## config.mk

```make
export PLATFORM = sky130hd
export DESIGN_NAME = seg7_capture
export DESIGN_NICKNAME = d
export VERILOG_FILES = /design/src/rtl/seg7_pkg.sv /design/src/rtl/seg7_capture_fifo.sv /design/src/rtl/seg7_capture.sv
export SDC_FILE = /design/constraint.sdc
export NUM_CORES = 1
export LEC_CHECK = 0
export ABC_AREA = 1
export CAP_MARGIN = 20
export CORE_MARGIN = 3
export CORE_UTILIZATION = 55
export CTS_CLUSTER_DIAMETER = 200
export DETAILED_ROUTE_END_ITERATION = 7
export HOLD_SLACK_MARGIN = 0.05
export MAX_ROUTING_LAYER = met4
export PLACE_DENSITY = 0.75
export SYNTH_ARGS = -nofsm -noshare
export SYNTH_HDL_FRONTEND = slang
export SYNTH_SLANG_ARGS = --single-unit
```

## constraint.sdc

```tcl
create_clock -name clk -period 2.4 [get_ports clk]
set_clock_uncertainty 0.05 [all_clocks]
set_input_delay 0.48 -clock clk [delete_from_list [all_inputs] [get_ports clk]]
set_output_delay 0.48 -clock clk [all_outputs]
set_load 0.1 [all_outputs]
```

## src/rtl/seg7_pkg.sv

```systemverilog
// Shared glyph constants, event payload and decode for the 7-segment capture path.
package seg7_pkg;

    localparam int unsigned SEG_W = 7;
    localparam int unsigned EVT_W = 6;

    localparam logic [SEG_W-1:0] SEG_0     = 7'h3F;
    localparam logic [SEG_W-1:0] SEG_1     = 7'h06;
    localparam logic [SEG_W-1:0] SEG_2     = 7'h5B;
    localparam logic [SEG_W-1:0] SEG_3     = 7'h4F;
    localparam logic [SEG_W-1:0] SEG_4     = 7'h66;
    localparam logic [SEG_W-1:0] SEG_5     = 7'h6D;
    localparam logic [SEG_W-1:0] SEG_6     = 7'h7D;
    localparam logic [SEG_W-1:0] SEG_7     = 7'h07;
    localparam logic [SEG_W-1:0] SEG_8     = 7'h7F;
    localparam logic [SEG_W-1:0] SEG_9     = 7'h6F;
    localparam logic [SEG_W-1:0] SEG_A     = 7'h77;
    localparam logic [SEG_W-1:0] SEG_B     = 7'h7C;
    localparam logic [SEG_W-1:0] SEG_C     = 7'h39;
    localparam logic [SEG_W-1:0] SEG_D     = 7'h5E;
    localparam logic [SEG_W-1:0] SEG_E     = 7'h79;
    localparam logic [SEG_W-1:0] SEG_F     = 7'h71;
    localparam logic [SEG_W-1:0] SEG_BLANK = 7'h00;

    typedef struct packed {
        logic       err;
        logic       blank;
        logic [3:0] digit;
    } seg_evt_t;

    // Exactly one of glyph / blank / err is reported; digit stays 0 unless a glyph matched.
    function automatic seg_evt_t seg_decode(input logic [SEG_W-1:0] seg);
        seg_evt_t evt;
        evt = '0;
        case (seg)
            SEG_0:     evt.digit = 4'h0;
            SEG_1:     evt.digit = 4'h1;
            SEG_2:     evt.digit = 4'h2;
            SEG_3:     evt.digit = 4'h3;
            SEG_4:     evt.digit = 4'h4;
            SEG_5:     evt.digit = 4'h5;
            SEG_6:     evt.digit = 4'h6;
            SEG_7:     evt.digit = 4'h7;
            SEG_8:     evt.digit = 4'h8;
            SEG_9:     evt.digit = 4'h9;
            SEG_A:     evt.digit = 4'hA;
            SEG_B:     evt.digit = 4'hB;
            SEG_C:     evt.digit = 4'hC;
            SEG_D:     evt.digit = 4'hD;
            SEG_E:     evt.digit = 4'hE;
            SEG_F:     evt.digit = 4'hF;
            SEG_BLANK: evt.blank = 1'b1;
            default:   evt.err   = 1'b1;
        endcase
        return evt;
    endfunction

endpackage

```

## src/rtl/seg7_capture_fifo.sv

```systemverilog
// Generic synchronous FIFO; pointers carry an extra wrap bit so full and empty never alias.
module seg_event_fifo #(
    parameter int unsigned WIDTH = 6,
    parameter int unsigned DEPTH = 4
) (
    input  logic             clk,
    input  logic             rst_n,
    input  logic             push,
    input  logic             pop,
    input  logic [WIDTH-1:0] din,
    output logic [WIDTH-1:0] dout,
    output logic             full,
    output logic             empty
);
    localparam int unsigned AW = $clog2(DEPTH);

    logic [WIDTH-1:0] mem [DEPTH];
    logic [AW:0]      wr_ptr;
    logic [AW:0]      rd_ptr;
    logic             do_pop_c;
    logic             do_push_c;

    assign empty     = (wr_ptr == rd_ptr);
    assign full      = (wr_ptr[AW] != rd_ptr[AW]) && (wr_ptr[AW-1:0] == rd_ptr[AW-1:0]);
    assign do_pop_c  = pop && !empty;
    // A pop in the same cycle frees the slot, so a full FIFO still accepts the push.
    assign do_push_c = push && (!full || do_pop_c);

    always_ff @(posedge clk or negedge rst_n) begin
        if (!rst_n) begin
            wr_ptr <= '0;
            rd_ptr <= '0;
        end else begin
            if (do_push_c) wr_ptr <= wr_ptr + (AW+1)'(1);
            if (do_pop_c)  rd_ptr <= rd_ptr + (AW+1)'(1);
        end
    end

    always_ff @(posedge clk) begin
        if (do_push_c) mem[wr_ptr[AW-1:0]] <= din;
    end

    assign dout = empty ? '0 : mem[rd_ptr[AW-1:0]];

endmodule

```

## src/rtl/seg7_capture.sv

```systemverilog
// Samples an asynchronous 7-segment bus, qualifies stable patterns and queues decoded digits.
module seg7_capture
    import seg7_pkg::*;
#(
    parameter int unsigned STABLE_CYCLES = 4,
    parameter int unsigned FIFO_DEPTH    = 4
) (
    input  logic       clk,
    input  logic       rst_n,
    input  logic       ena,
    input  logic [6:0] segments_in,
    output logic       out_valid,
    input  logic       out_ready,
    output logic [3:0] out_digit,
    output logic       out_blank,
    output logic       out_err,
    output logic       overflow,
    input  logic       clr_ovf
);
    localparam int unsigned       CNT_W   = $clog2(STABLE_CYCLES);
    localparam logic [CNT_W-1:0]  CNT_MAX = CNT_W'(STABLE_CYCLES - 1);

    logic [SEG_W-1:0] s1;
    logic [SEG_W-1:0] s2;
    logic [SEG_W-1:0] cand;
    logic [SEG_W-1:0] last;
    logic [CNT_W-1:0] cnt;
    logic             push_c;
    logic             pop_c;
    logic             drop_c;
    logic             fifo_full;
    logic             fifo_empty;
    seg_evt_t         evt_in_c;
    seg_evt_t         head;

    always_ff @(posedge clk or negedge rst_n) begin
        if (!rst_n) begin
            s1 <= '0;
            s2 <= '0;
        end else begin
            s1 <= segments_in;
            s2 <= s1;
        end
    end

    // last suppresses a repeat event when a glitch returns to the already-reported pattern.
    assign push_c = ena && (cnt == CNT_MAX) && (cand != last);

    always_ff @(posedge clk or negedge rst_n) begin
        if (!rst_n) begin
            cand <= '0;
            cnt  <= '0;
            last <= '0;
        end else if (ena) begin
            if (s2 != cand) begin
                cand <= s2;
                cnt  <= '0;
            end else if (cnt != CNT_MAX) begin
                cnt <= cnt + CNT_W'(1);
            end
            if (push_c) last <= cand;
        end
    end

    assign evt_in_c = seg_decode(cand);
    assign pop_c    = out_valid && out_ready;
    assign drop_c   = push_c && fifo_full && !pop_c;

    seg_event_fifo #(
        .WIDTH (EVT_W),
        .DEPTH (FIFO_DEPTH)
    ) u_fifo (
        .clk   (clk),
        .rst_n (rst_n),
        .push  (push_c),
        .pop   (pop_c),
        .din   (evt_in_c),
        .dout  (head),
        .full  (fifo_full),
        .empty (fifo_empty)
    );

    always_ff @(posedge clk or negedge rst_n) begin
        if (!rst_n)       overflow <= 1'b0;
        else if (drop_c)  overflow <= 1'b1;
        else if (clr_ovf) overflow <= 1'b0;
    end

    assign out_valid = !fifo_empty;
    assign out_digit = head.digit;
    assign out_blank = head.blank;
    assign out_err   = head.err;

endmodule

```

==> metrics <==
Syn Inst Count 321; CTS Buf Count 9; Clock Sinks 61; mapped cell area 0.00289 mm2; nets 365; initial antenna violation count 0; measured slew at the worst slew-check pin 774 ps; critical path class reg2out; postcts setup bufs 0; # diodes 0; global-route met3 utilization 6.31%; post-synthesis mux area share 0%; largest family of logic cells by synthesized area simple AND/OR/NAND/NOR gates; CTS Root Cell clkbuf_8; top-count cell post-synth nand2_1; total track usage 21.7%; H-tree Lvls 3; post-synthesis compound-gate area fraction 7.66%; Slew headroom 48.4%; PnR worst setup slack 158 ps; drt wl/cell 13.5 um; asr flop ratio synth 60.7%; hold buffer count at CTS 0; die area 0.00617 mm2; CTS tree yes; port bufs 19; final wirelength 5660 um; WP data arrival 1710 ps; crit start category flip-flop; max-slew violations 0; Crit. path cell count 6; Remaining DRCs 0; CP endpoint kind primary output; GRT met2 Usage 32.6%; Max Cap Viol 0; vias in the first global route 1,990; Die X 78.5 um; CP peak stage delay 500 ps; clk buf depth 2; Pwr Total 3670 uW; total global routing overflow 0; Syn Nets 339; Core Area 0.00491 mm2; clk slew on worst S/H paths 60 ps; vias 2,154; grt met1 use 27.3%; area share of the leading cell type in the synthesized netlist 32.0%; status finished, final reports clean; Skew-Pair Late Insertion Delay 340 ps; Post-synth top cells 83 x nand2_1, 46 x nor2_1, 37 x dfrtp_1, 36 x inv_1; Main synth FF type dfrtp_1; Synth cell types 26; Hold Fails Final Rpt 0; post-route ant nets 0; largest net degree at the start of global routing 38; Top Ports 20; DIE HEIGHT 78.5 um; adder-cell share of the synthesized area 2.60%; post-layout util 69.3%; R2R Setup Slk 490 ps; Synth Area in Simple Gates 22.2%; HP Class in2async; GPL Wtd Cong 0.956; hpwl dp 4290 um; data required time of the worst path 1870 ps; TNS Setup 0 ps; 1st-pass router iterations 5; P&R area growth vs syn 17.7%; Worst Path Max Fanout 15; first-pass GRT wire length 9540 um; Post-Synth XOR/XNOR Area 3.03%; RSZ-0062 raised after global routing no; Synth area leader dfrtp_1; Synth Area per Inst 9.01 um2; Max Freq 0.446 GHz; CP top delay family flip-flops; crit path time final 2240 ps; worst path buffer plus inverter count 2; Layout fillers 387; crit-path cells xor2_1 -> nor2_1 -> nand2_2 -> nand2_1 -> inv_1 -> buf_12; GR peak layer met2; post-route cell area 0.00340 mm2; RR Startpoint cand[6]; part of the cycle the worst path needs 93.4%; Yosys reg bits 61; Worst Reg-to-Reg Cells 5; pwr/cell area 1080 mW/mm2; Iteration-0 DRC Markers 136; Post-synth EDFFs 24; Seq/Total Area, Yosys 56.9%; share of cells above drive strength 1 12.8%; reg2reg end u_fifo.mem[2][3]; row count 25; Leak 0.00157 uW; initial core utilization 58.9%; Ys Warns 0; peak supply drop 0.000708 V; post-place setup slack 221 ps; endpoints failing setup 0; dpl cell area 0.00321 mm2; cell with the largest stage delay on the worst path dfrtp_2; Vias/cell 5.14; Synth area leaders dfrtp_1 32%, edfxtp_1 25%, nand2_1 11%
==> through the flow <==
stage               std cells  hold WS [ps]
finish                    419           166
global route              419           221
CTS                       419           188
detailed placement        403           285
global placement          403           283
floorplan                 321           134
==> worst max path at each step <==
stage | start | end | slack (ps)
after floorplan | u_fifo.wr_ptr[1] | out_blank | 70
after global placement | ena | u_fifo.mem[3][3] | 250
after detailed placement | ena | u_fifo.mem[3][3] | 220
after CTS | u_fifo.rd_ptr[1] | out_blank | 70
after global routing | u_fifo.rd_ptr[1] | out_blank | 20
final | u_fifo.rd_ptr[1] | out_blank | 160
==> state kept, by name, indices dropped and copies added (netlist names) <==
| register | flops |
|---|---|
| overflow | 1 |
| last | 7 |
| u_fifo.rd_ptr | 3 |
| s2 | 7 |
| s1 | 7 |
| u_fifo.mem | 24 |
| cnt | 2 |
| u_fifo.wr_ptr | 3 |
| cand | 7 |
==> placed cells by master, fill, tap and decap left out, drive strengths merged, types with 5 or more instances in the layout <==
cell and count:
nand2 87, nor2 47, inv 40, dfrtp 37, o21ai 25, edfxtp 24, buf 15, nand3 12
clkdlybuf4s50 10, clkbuf 9, nand4 8, o32ai 6, ha 6, xor2 5, xnor2 5, clkinv 5
==> final cells by class <==
class	count	area [um2]	area share, %
Clock buffer	9	124	3.64
Clock inverter	7	66.3	1.95
Inverter	41	158	4.63
Multi-Input combinational cell	209	1030	30.1
Sequential cell	61	1650	48.4
Tap cell	67	83.8	2.46
Timing Repair Buffer	25	298	8.75
==> where the power goes <==
part | total, uW | switching [uW] | internal, uW
logic | 1580 | 1050 | 534
clock network | 859 | 386 | 472
registers | 1230 | 90.6 | 1140
==> what timing repair did <==
item                                    in CTS  in global routing
resized for setup                            0                  3
endpoints found under the hold margin        0                  0
endpoints found under the setup margin       0                  6
==> worst register-to-register path, cell delays in order (launching register included) <==
cell and delay [ps]:
dfrtp_1 490, nand2_1 180, nor2_1 280, nand3_1 180, and3_1 240, o211ai_1 230
==> kinds of logic (layout without fill, tap and decap cells) <==
kind of cell,after synthesis,after routing
and+or+nand+nor,157,157
DFF,61,61
buffers and inverters,51,82
AOI/OAI and AO/OA,36,36
xor gates and xnor gates,10,10
adders and majority gates,6,6
==> routing by layer <==
layer | share of wire (%) | up-vias | wire [um]
met5 | 0 | - | 0
met4 | 1.7 | 0 | 96
met3 | 6.9 | 9 | 393
met2 | 46 | 86 | 2610
met1 | 45 | 973 | 2560
li1 | - | 1086 | -
No activity file was read; power rests on OpenSTA's default activity.
